[src/rtl/trap_sequencer_pkg.sv]
// Shared constants for the user-mode trap sequencer: cause codes, CSR addresses,
// FSM state encoding and the tval source select produced by the priority encoder.
package trap_sequencer_pkg;

  localparam int CAUSE_W = 4;

  localparam logic [CAUSE_W-1:0] CAUSE_MISFETCH = 4'd0;
  localparam logic [CAUSE_W-1:0] CAUSE_ILLEGAL  = 4'd2;
  localparam logic [CAUSE_W-1:0] CAUSE_MISLOAD  = 4'd4;
  localparam logic [CAUSE_W-1:0] CAUSE_MISSTORE = 4'd6;
  localparam logic [CAUSE_W-1:0] CAUSE_ECALL    = 4'd8;

  localparam logic [11:0] CSR_UTVEC  = 12'h005;
  localparam logic [11:0] CSR_UEPC   = 12'h041;
  localparam logic [11:0] CSR_UCAUSE = 12'h042;
  localparam logic [11:0] CSR_UTVAL  = 12'h043;

  typedef enum logic [2:0] {
    ST_IDLE     = 3'd0,
    ST_W_EPC    = 3'd1,
    ST_W_CAUSE  = 3'd2,
    ST_W_TVAL   = 3'd3,
    ST_TRAP_JMP = 3'd4,
    ST_RET_JMP  = 3'd5
  } state_e;

  typedef enum logic [1:0] {
    TV_ZERO = 2'd0,
    TV_PC   = 2'd1,
    TV_INST = 2'd2,
    TV_ADDR = 2'd3
  } tval_sel_e;

endpackage

[src/rtl/trap_sequencer_if.sv]
// Commit-stage / CSR-file / fetch-redirect signal bundle around the trap sequencer.
interface trap_sequencer_if #(
  parameter int XLEN = 32,
  parameter int CSRW = 12
);
  logic            iValid;
  logic [XLEN-1:0] iPC;
  logic [31:0]     iInst;
  logic [XLEN-1:0] iAddr;
  logic            iMisFetch;
  logic            iIllegal;
  logic            iEcall;
  logic            iMisLoad;
  logic            iMisStore;
  logic            iUret;
  logic [XLEN-1:0] iUTVEC;
  logic [XLEN-1:0] iUEPC;
  logic            oStall;
  logic            oCSRWe;
  logic [CSRW-1:0] oCSRAddr;
  logic [XLEN-1:0] oCSRWData;
  logic            oRedirect;
  logic [XLEN-1:0] oRedirectPC;
  logic            oBusy;

  modport master (
    output iValid, iPC, iInst, iAddr, iMisFetch, iIllegal, iEcall, iMisLoad, iMisStore,
           iUret, iUTVEC, iUEPC,
    input  oStall, oCSRWe, oCSRAddr, oCSRWData, oRedirect, oRedirectPC, oBusy
  );

  modport slave (
    input  iValid, iPC, iInst, iAddr, iMisFetch, iIllegal, iEcall, iMisLoad, iMisStore,
           iUret, iUTVEC, iUEPC,
    output oStall, oCSRWe, oCSRAddr, oCSRWData, oRedirect, oRedirectPC, oBusy
  );
endinterface

[src/rtl/trap_priority_enc.sv]
// Combinational exception priority encoder: picks the winning flag and reports
// its cause code and which commit-stage value becomes tval.
module trap_priority_enc
  import trap_sequencer_pkg::*;
(
  input  logic               valid,
  input  logic               mis_fetch,
  input  logic               illegal,
  input  logic               ecall,
  input  logic               mis_load,
  input  logic               mis_store,
  output logic               exc_vld,
  output logic [CAUSE_W-1:0] cause,
  output tval_sel_e          tval_sel
);

  always_comb begin
    exc_vld  = 1'b0;
    cause    = '0;
    tval_sel = TV_ZERO;
    if (valid) begin
      // Store outranks load when both misalign on the same instruction.
      if (mis_fetch) begin
        exc_vld = 1'b1; cause = CAUSE_MISFETCH; tval_sel = TV_PC;
      end else if (illegal) begin
        exc_vld = 1'b1; cause = CAUSE_ILLEGAL;  tval_sel = TV_INST;
      end else if (ecall) begin
        exc_vld = 1'b1; cause = CAUSE_ECALL;    tval_sel = TV_ZERO;
      end else if (mis_store) begin
        exc_vld = 1'b1; cause = CAUSE_MISSTORE; tval_sel = TV_ADDR;
      end else if (mis_load) begin
        exc_vld = 1'b1; cause = CAUSE_MISLOAD;  tval_sel = TV_ADDR;
      end
    end
  end

endmodule

[src/rtl/trap_sequencer.sv]
// Synchronous-exception front end: latches the trapping instruction, writes
// uepc/ucause/utval in sequence, then redirects fetch to utvec; uret jumps to uepc.
module trap_sequencer
  import trap_sequencer_pkg::*;
#(
  parameter int XLEN = 32,
  parameter int CSRW = 12
) (
  input logic             iCLK,
  input logic             iRST,
  trap_sequencer_if.slave bus
);

  state_e             state_q, state_d;
  logic [XLEN-1:0]    pc_q, pc_d;
  logic [XLEN-1:0]    tval_q, tval_d;
  logic [CAUSE_W-1:0] cause_q, cause_d;

  logic               exc_vld;
  logic [CAUSE_W-1:0] enc_cause;
  tval_sel_e          enc_sel;
  logic [XLEN-1:0]    tval_src;

  logic               stall, csr_we, redirect;
  logic [CSRW-1:0]    csr_addr;
  logic [XLEN-1:0]    csr_wdata, redirect_pc;

  trap_priority_enc u_enc (
    .valid     (bus.iValid),
    .mis_fetch (bus.iMisFetch),
    .illegal   (bus.iIllegal),
    .ecall     (bus.iEcall),
    .mis_load  (bus.iMisLoad),
    .mis_store (bus.iMisStore),
    .exc_vld   (exc_vld),
    .cause     (enc_cause),
    .tval_sel  (enc_sel)
  );

  always_comb begin
    tval_src = '0;
    unique case (enc_sel)
      TV_PC:   tval_src = bus.iPC;
      TV_INST: tval_src = XLEN'(bus.iInst);
      TV_ADDR: tval_src = bus.iAddr;
      default: tval_src = '0;
    endcase
  end

  always_comb begin
    state_d     = state_q;
    pc_d        = pc_q;
    cause_d     = cause_q;
    tval_d      = tval_q;
    stall       = 1'b0;
    csr_we      = 1'b0;
    csr_addr    = '0;
    csr_wdata   = '0;
    redirect    = 1'b0;
    redirect_pc = '0;
    unique case (state_q)
      ST_IDLE: begin
        // Acceptance is suppressed under reset so the stall stays low with it.
        if (!iRST && exc_vld) begin
          stall   = 1'b1;
          pc_d    = bus.iPC;
          cause_d = enc_cause;
          tval_d  = tval_src;
          state_d = ST_W_EPC;
        end else if (!iRST && bus.iValid && bus.iUret) begin
          stall   = 1'b1;
          state_d = ST_RET_JMP;
        end
      end
      ST_W_EPC: begin
        stall     = 1'b1;
        csr_we    = 1'b1;
        csr_addr  = CSRW'(CSR_UEPC);
        csr_wdata = pc_q;
        state_d   = ST_W_CAUSE;
      end
      ST_W_CAUSE: begin
        stall     = 1'b1;
        csr_we    = 1'b1;
        csr_addr  = CSRW'(CSR_UCAUSE);
        csr_wdata = {{(XLEN-CAUSE_W){1'b0}}, cause_q};
        state_d   = ST_W_TVAL;
      end
      ST_W_TVAL: begin
        stall     = 1'b1;
        csr_we    = 1'b1;
        csr_addr  = CSRW'(CSR_UTVAL);
        csr_wdata = tval_q;
        state_d   = ST_TRAP_JMP;
      end
      ST_TRAP_JMP: begin
        redirect    = 1'b1;
        redirect_pc = {bus.iUTVEC[XLEN-1:2], 2'b00};
        state_d     = ST_IDLE;
      end
      ST_RET_JMP: begin
        redirect    = 1'b1;
        redirect_pc = bus.iUEPC;
        state_d     = ST_IDLE;
      end
      default: state_d = ST_IDLE;
    endcase
  end

  always_ff @(posedge iCLK) begin
    if (iRST) begin
      state_q <= ST_IDLE;
      pc_q    <= '0;
      cause_q <= '0;
      tval_q  <= '0;
    end else begin
      state_q <= state_d;
      pc_q    <= pc_d;
      cause_q <= cause_d;
      tval_q  <= tval_d;
    end
  end

  assign bus.oStall      = stall;
  assign bus.oCSRWe      = csr_we;
  assign bus.oCSRAddr    = csr_addr;
  assign bus.oCSRWData   = csr_wdata;
  assign bus.oRedirect   = redirect;
  assign bus.oRedirectPC = redirect_pc;
  assign bus.oBusy       = (state_q != ST_IDLE);

endmodule

[src/flat_wrapper.sv]
// flat-port wrapper written by rule: the top's interface ports become plain ports
module trap_sequencer_flat import trap_sequencer_pkg::*;
#(
  parameter int XLEN = 32,
  parameter int CSRW = 12
)
  (iCLK, iRST, bus_iValid, bus_iPC, bus_iInst, bus_iAddr, bus_iMisFetch, bus_iIllegal, bus_iEcall, bus_iMisLoad, bus_iMisStore, bus_iUret, bus_iUTVEC, bus_iUEPC, bus_oStall, bus_oCSRWe, bus_oCSRAddr, bus_oCSRWData, bus_oRedirect, bus_oRedirectPC, bus_oBusy);
  trap_sequencer_if #(.XLEN(XLEN), .CSRW(CSRW)) bus_i ();
  input logic iCLK;
  input logic iRST;
  input wire logic [$bits(bus_i.iValid)-1:0] bus_iValid;
  input wire logic [$bits(bus_i.iPC)-1:0] bus_iPC;
  input wire logic [$bits(bus_i.iInst)-1:0] bus_iInst;
  input wire logic [$bits(bus_i.iAddr)-1:0] bus_iAddr;
  input wire logic [$bits(bus_i.iMisFetch)-1:0] bus_iMisFetch;
  input wire logic [$bits(bus_i.iIllegal)-1:0] bus_iIllegal;
  input wire logic [$bits(bus_i.iEcall)-1:0] bus_iEcall;
  input wire logic [$bits(bus_i.iMisLoad)-1:0] bus_iMisLoad;
  input wire logic [$bits(bus_i.iMisStore)-1:0] bus_iMisStore;
  input wire logic [$bits(bus_i.iUret)-1:0] bus_iUret;
  input wire logic [$bits(bus_i.iUTVEC)-1:0] bus_iUTVEC;
  input wire logic [$bits(bus_i.iUEPC)-1:0] bus_iUEPC;
  output wire logic [$bits(bus_i.oStall)-1:0] bus_oStall;
  output wire logic [$bits(bus_i.oCSRWe)-1:0] bus_oCSRWe;
  output wire logic [$bits(bus_i.oCSRAddr)-1:0] bus_oCSRAddr;
  output wire logic [$bits(bus_i.oCSRWData)-1:0] bus_oCSRWData;
  output wire logic [$bits(bus_i.oRedirect)-1:0] bus_oRedirect;
  output wire logic [$bits(bus_i.oRedirectPC)-1:0] bus_oRedirectPC;
  output wire logic [$bits(bus_i.oBusy)-1:0] bus_oBusy;
  assign bus_i.iValid = bus_iValid;
  assign bus_i.iPC = bus_iPC;
  assign bus_i.iInst = bus_iInst;
  assign bus_i.iAddr = bus_iAddr;
  assign bus_i.iMisFetch = bus_iMisFetch;
  assign bus_i.iIllegal = bus_iIllegal;
  assign bus_i.iEcall = bus_iEcall;
  assign bus_i.iMisLoad = bus_iMisLoad;
  assign bus_i.iMisStore = bus_iMisStore;
  assign bus_i.iUret = bus_iUret;
  assign bus_i.iUTVEC = bus_iUTVEC;
  assign bus_i.iUEPC = bus_iUEPC;
  assign bus_oStall = bus_i.oStall;
  assign bus_oCSRWe = bus_i.oCSRWe;
  assign bus_oCSRAddr = bus_i.oCSRAddr;
  assign bus_oCSRWData = bus_i.oCSRWData;
  assign bus_oRedirect = bus_i.oRedirect;
  assign bus_oRedirectPC = bus_i.oRedirectPC;
  assign bus_oBusy = bus_i.oBusy;
  trap_sequencer #(.XLEN(XLEN), .CSRW(CSRW)) u_core (.iCLK(iCLK), .iRST(iRST), .bus(bus_i));
endmodule
[config.mk]
export PLATFORM = sky130hd
export DESIGN_NAME = trap_sequencer_flat
export DESIGN_NICKNAME = d
export VERILOG_FILES = /design/src/rtl/trap_sequencer_pkg.sv /design/src/rtl/trap_sequencer_if.sv /design/src/rtl/trap_priority_enc.sv /design/src/rtl/trap_sequencer.sv /design/src/flat_wrapper.sv
export SDC_FILE = /design/constraint.sdc
export NUM_CORES = 1
export LEC_CHECK = 0
export CORE_MARGIN = 10
export CORE_UTILIZATION = 40
export DETAILED_ROUTE_END_ITERATION = 16
export GPL_ROUTABILITY_DRIVEN = 0
export GPL_TIMING_DRIVEN = 0
export PLACE_DENSITY = 0.95
export SYNTH_ARGS = -nofsm -noshare
export SYNTH_HDL_FRONTEND = slang
export SYNTH_HIERARCHICAL = 1
export SYNTH_SLANG_ARGS = --single-unit
[constraint.sdc]
create_clock -name iCLK -period 2.8 [get_ports iCLK]
set_clock_uncertainty 0.05 [all_clocks]
set_input_delay 0.84 -clock iCLK [delete_from_list [all_inputs] [get_ports iCLK]]
set_output_delay 0.84 -clock iCLK [all_outputs]
set_load 0.02 [all_outputs]
# [Yosys cells after proc, flatten, opt, wreduce, memory -nomap -nowiden]
# Index checks and enable logic that the tools add are counted.
[word_totals] ff_bits=71 inputBits=169 out_inout_bits=80 elab_cells=52
[op_classes] n_eq_ne=9 mux=30 reduce_logical=9
[ops] operator="one-hot mux 32 bit (3 select lines)" count=2
[ops] operator="one-hot mux 32 bit (2 select lines)" count=1
[ops] operator="one-hot mux 7 bit (3 select lines)" count=1
[ops] operator="two-way mux 4 bit" count=4
[ops] operator="two-way mux 2 bit" count=6
[ops] operator="two-way mux 3 bit" count=4
[ops] operator="one-hot mux 3 bit (4 select lines)" count=1
[ops] operator="two-way mux 1 bit" count=10
[ops] operator="equality test 3 x 2 -> 1 bit (second input constant)" count=2
[ops] operator="equality test 3 bit (second input constant)" count=2
[ops] operator="equality test 2 bit (second input constant)" count=2
[ops] operator="equality test 3 x 1 -> 1 bit (second input constant)" count=1
[ops] operator="logical AND 1 bit" count=3
[ops] operator="logical NOT 3 bit" count=1
[ops] operator="!= test 3 x 1 -> 1 bit (second input constant)" count=1
[ops] operator="nonzero test 3 bit" count=1
[ops] operator="OR reduction 3 bit" count=1
[ops] operator="equality test 2 x 1 -> 1 bit (second input constant)" count=1
[ops] operator="one-hot mux 1 bit (2 select lines)" count=1
[ops] operator="AND reduction 2 bit" count=1
[ops] operator="OR reduction 2 bit" count=1
[ops] operator="logical NOT 1 bit" count=1

# [Logic depth before layout (Yosys ltp)]
# Gate-level depths: netlist of run 1.
[logic_depth] word_depth=9 ltp_mapped=9

# [Cells and area by module]
# Netlist of run 1, hierarchy kept.
[by_module_without_submodules] mod="trap_sequencer" instances=1 cells_each=532 area_each_um2=4401.7
[by_module_without_submodules] mod="trap_priority_enc" instances=1 cells_each=16 area_each_um2=101.3

# [Worst setup path before layout of run 1]
# OpenSTA, ideal clock, no wires.
[synth_path] path_type="in2out" from="in bus_iMisStore" to="out bus_oStall" t_arrival_ns=1.831 slack_ns=0.079 path_stages=7 cell_sequence="nor2_4 > nand2_1 > o21a_1 > clkbuf_1 > a21o_1 > a211oi_1 > nor2_1"
[synth_via] elab_chain_len=8
[synth_rtl] item="from (decl)" line="flat_wrapper.sv:19" text="input wire logic [$bits(bus_i.iMisStore)-1:0] bus_iMisStore;"
[synth_rtl] item="two-way mux 1 bit" line="trap_priority_enc.sv:29" text="end else if (mis_store) begin"
[synth_rtl] item="two-way mux 1 bit" line="trap_priority_enc.sv:27" text="end else if (ecall) begin"
[synth_rtl] item="two-way mux 1 bit" line="trap_priority_enc.sv:25" text="end else if (illegal) begin"
[synth_rtl] item="two-way mux 1 bit" line="trap_priority_enc.sv:23" text="if (mis_fetch) begin"
[synth_rtl] item="two-way mux 1 bit" line="trap_priority_enc.sv:21" text="if (valid) begin"
[synth_rtl] item="via u_core.exc_vld" line="trap_sequencer.sv:19" text="logic exc_vld;"
[synth_rtl] item="logical AND 1 bit" line="trap_sequencer.sv:64" text="if (!iRST && exc_vld) begin"
[synth_rtl] item="two-way mux 1 bit" line="trap_sequencer.sv:64"
[synth_rtl] item="one-hot mux 1 bit (2 select lines)" line="trap_sequencer.sv:61" text="unique case (state_q)"
[synth_rtl] item="to (decl)" line="flat_wrapper.sv:23" text="output wire logic [$bits(bus_i.oStall)-1:0] bus_oStall;"
# The timed path passes the listed nets, and every way through them passes these cells.

# [Worst setup path after layout of run 1]
# Same ends and word-level chain as after synthesis.

==> metrics.md, run 1 <==
| Metric | Value |
|---|---|
| Pint | 2377 uW |
| Async SR Flop Fraction | 0% |
| CTS max path bufs | 2 |
| Post-DP Area | 7071 um^2 |
| Largest net degree at the start of global routing | 13 |
| Violated checks | setup timing |
| Final setup vio count | 1 |
| Fin. Hold Viols | 0 |
| Commonest non-fill, non-tap cell in the layout | clkdlybuf4s50_1 |
| GR Util met1 | 26.71% |
| P&R area growth vs syn | 63.71% |
| Fmax achieved | 352.3 MHz |
| Clock network power share | 31.7% |
| WP data arrival | 1.95 ns |
| Status | complete, but fails checks |
| Root buf cell | clkbuf_16 |
| GRT busiest layer | met2 |
| Worst hold path type | flop to flop |
| Die height | 126.1 um |
| Placed Instances | 932 |
| CTS Buf Count | 9 |
| DR vias/cell | 5.364 |
| CTS hold repair buffers | 0 |
| Initial DRC Count | 385 |
| Worst vdd ir | 0.3371 mV |
| Worst setup EP type | output pin |
| Drt total wl | 18,790 um |
| Combinational share of power | 34.5% |
| Antenna violations before repair | 0 |
| CTS sink count | 71 |
| GR Overflow Total | 0 |
| Post-synth EDFFs | 0 |
| Cells after synthesis | 548 |
| Non-Filler Instances | 949 |
| DP HPWL | 14,550 um |
| Final worst-path setup slack | -0.03833 ns |
| DRC viols | 0 |
| Flop and latch count out of synthesis | 71 |
| Most frequent cells in the layout | 161 x clkdlybuf4s50_1, 70 x dfxtp_1, 66 x dlygate4sd2_1, 66 x nor2_1, 57 x mux2i_1 |
| Vias in the first global route | 5,093 |
| Ys flop type | dfxtp_1 |
| Core area | 10,940 um^2 |
| Clk slew on worst S/H paths | 0.05 ns |
| Sequential Power Share | 33.8% |
| Critical Path RT | 1.91 ns |
| Worst Setup Start Kind | input pin |
| Initial Utilization | 41.18% |
| Synth cell types | 33 |
| NetSw | 1073 uW |
| Worst-Margin Slew | 0.5816 ns |
| Worst setup path class | input pin to output pin |
| Tcrit/Tclk final | 101.4% |
| Overall routing resource usage | 22.33% |
| Fillcell total | 915 |
| Max Slew Vio Count | 0 |
| Die area | 15,900 um^2 |
| Met3 usage | 6.418% |
| Final nets | 974 |
| # IOs | 249 |
| P_leak | 0.003013 uW |
| Crit-path max FO | 2 |
| Later-pin clock latency in the skew report | 0.32 ns |
| Global-route wire length before repair | 29,200 um |
| Max-cap violation count | 0 |
| Die Wd | 126.1 um |
| Layout cells sized above 1 | 15.20% |
| Met2 GRT Util | 38.35% |
| Seq/Total Area, Yosys | 31.56% |
| Flop-to-flop setup slack | 0.90 ns |
| CTS tree | yes |
| Diode count | 0 |
| Ys Warns | 6 |
| Post-route cell area | 7372 um^2 |
| Row count | 38 |
| H-tree lvl count | 3 |
| Sw Share | 31.10% |
| RSZ-0062 raised after global routing | true |
| Pre-Repair DR Iteration Count | 5 |
| Min Tclk post-route | 2.838 ns |
| I/O Buffers | 236 |
| Post-Syn Area per Cell | 8.217 um^2 |
| Final ANT Viol Nets | 0 |
| Netlist Area Pre-Place | 4503 um^2 |
| Cell area power density | 467.9 nW/um^2 |
| Worst slew margin | 61.23% |
| WL per Instance | 19.80 um |
| Vias | 5,090 |
routing by layer:
| metal | share of wire, % | wire length, um |
|---|---|---|
| met1 | 40 | 7531 |
| met2 | 50 | 9401 |
| met3 | 8.3 | 1562 |
| met4 | 1.6 | 297 |
| met5 | 0 | 0 |
cells by family (layout without fill, tap and decap cells):
| group | count (synthesis) | count (layout) | synth area share, % |
|---|---|---|---|
| buffers and inverters | 76 | 329 | 8.224 |
| and+or+nand+nor | 160 | 160 | 17.84 |
| other | 2 | 10 | 0.1668 |
| AOI/OAI and AO/OA | 144 | 144 | 20.12 |
| xor gates and xnor gates | 1 | 1 | 0.1945 |
| DFF | 71 | 71 | 31.56 |
| muxes | 94 | 94 | 21.90 |
worst max-delay path: stages:
cell and delay [ns]:
buf_6 0.10, nor2_4 0.11, nand2_2 0.07, o21a_4 0.19, a21o_1 0.19, a211oi_2 0.22, nor2_1 0.07, buf_4 0.16
cells in the mapped netlist (6+ instances only):
cell | count | area [um^2]
dfxtp_1 | 71 | 1421
buf_2 | 23 | 115.1
buf_4 | 14 | 105.1
a211oi_1 | 33 | 247.7
a21oi_1 | 34 | 170.2
mux2i_1 | 58 | 580.6
o21ai_0 | 31 | 155.2
a22oi_1 | 36 | 270.3
o21ai_1 | 6 | 30.03
clkbuf_1 | 29 | 108.9
nand2b_1 | 37 | 231.5
nand3_1 | 36 | 180.2
nor2_1 | 67 | 251.5
mux2_2 | 36 | 405.4
stage by stage:
stage / utilization, % / hold WS, ns / TNS, ns / worst slack, ns / total power, uW
after detailed placement: 64.66 / 0.4050 / -24.76 / -1.126 / 2365
after floorplan: - / 0.3913 / 0 / 0.07855 / 1825
after global placement: 64.66 / 0.4009 / -22.71 / -1.130 / 2335
after global routing: 67.41 / 0.4316 / -0.1626 / -0.09764 / 3614
after CTS: 67.12 / 0.4146 / -0.1704 / -0.1704 / 3437
final: 67.41 / 0.4178 / -0.03833 / -0.03833 / 3450
registers in the layout (all words and copies together), names as in the netlist:
signal / flops
u_core/cause_q: 4
u_core/state_q: 3
u_core/tval_q: 32
u_core/pc_q: 32
path summary, 6_finish.rpt:
check | startpoint | endpoint | cells past startpoint
setup / recovery | bus_iMisStore | bus_oStall | 8
hold reg to reg | u_core/pc_q[10]$_SDFFE_PP0P_ | u_core/pc_q[10]$_SDFFE_PP0P_ | 2
hold / removal | u_core/pc_q[10]$_SDFFE_PP0P_ | u_core/pc_q[10]$_SDFFE_PP0P_ | 2
setup reg to reg | u_core/state_q[0]$_SDFFE_PP0P_ | u_core/tval_q[26]$_SDFFE_PP0P_ | 7
what timing repair did:
action | in CTS | in global routing
endpoints found under the setup margin | 101 | 80
pin swaps | 3 | 6
setup buffers | 3 | 1
resized for setup | 104 | 32
power groups by stage:
stage          Sequential, uW  Clock, uW  Combinational, uW
2_1_floorplan            1170          0                656
3_3_place_gp             1180          0               1160
3_5_place_dp             1180          0               1180
4_1_cts                  1160       1110               1170
5_1_grt                  1180       1160               1280
6_report                 1170       1100               1190
area by class of cell:
cell class,count,area [um^2],share of cell area (%)
well taps,140,175.2,2.376
multi-input cells,409,2770,37.58
clock buffers,9,225.2,3.055
inverters,5,18.77,0.2546
clock inverters,6,62.56,0.8486
flip-flops and latches,71,1423,19.30
plain buffers,69,401.6,5.448
repair buffers,240,2296,31.14
No activity file was read; power rests on OpenSTA's default activity.
==> run 2: changes to the inputs <==
- CAP_MARGIN: default -> 10
==> results of run 2 <==
The final DEF is identical to that of run 1; final timing and power are the same.
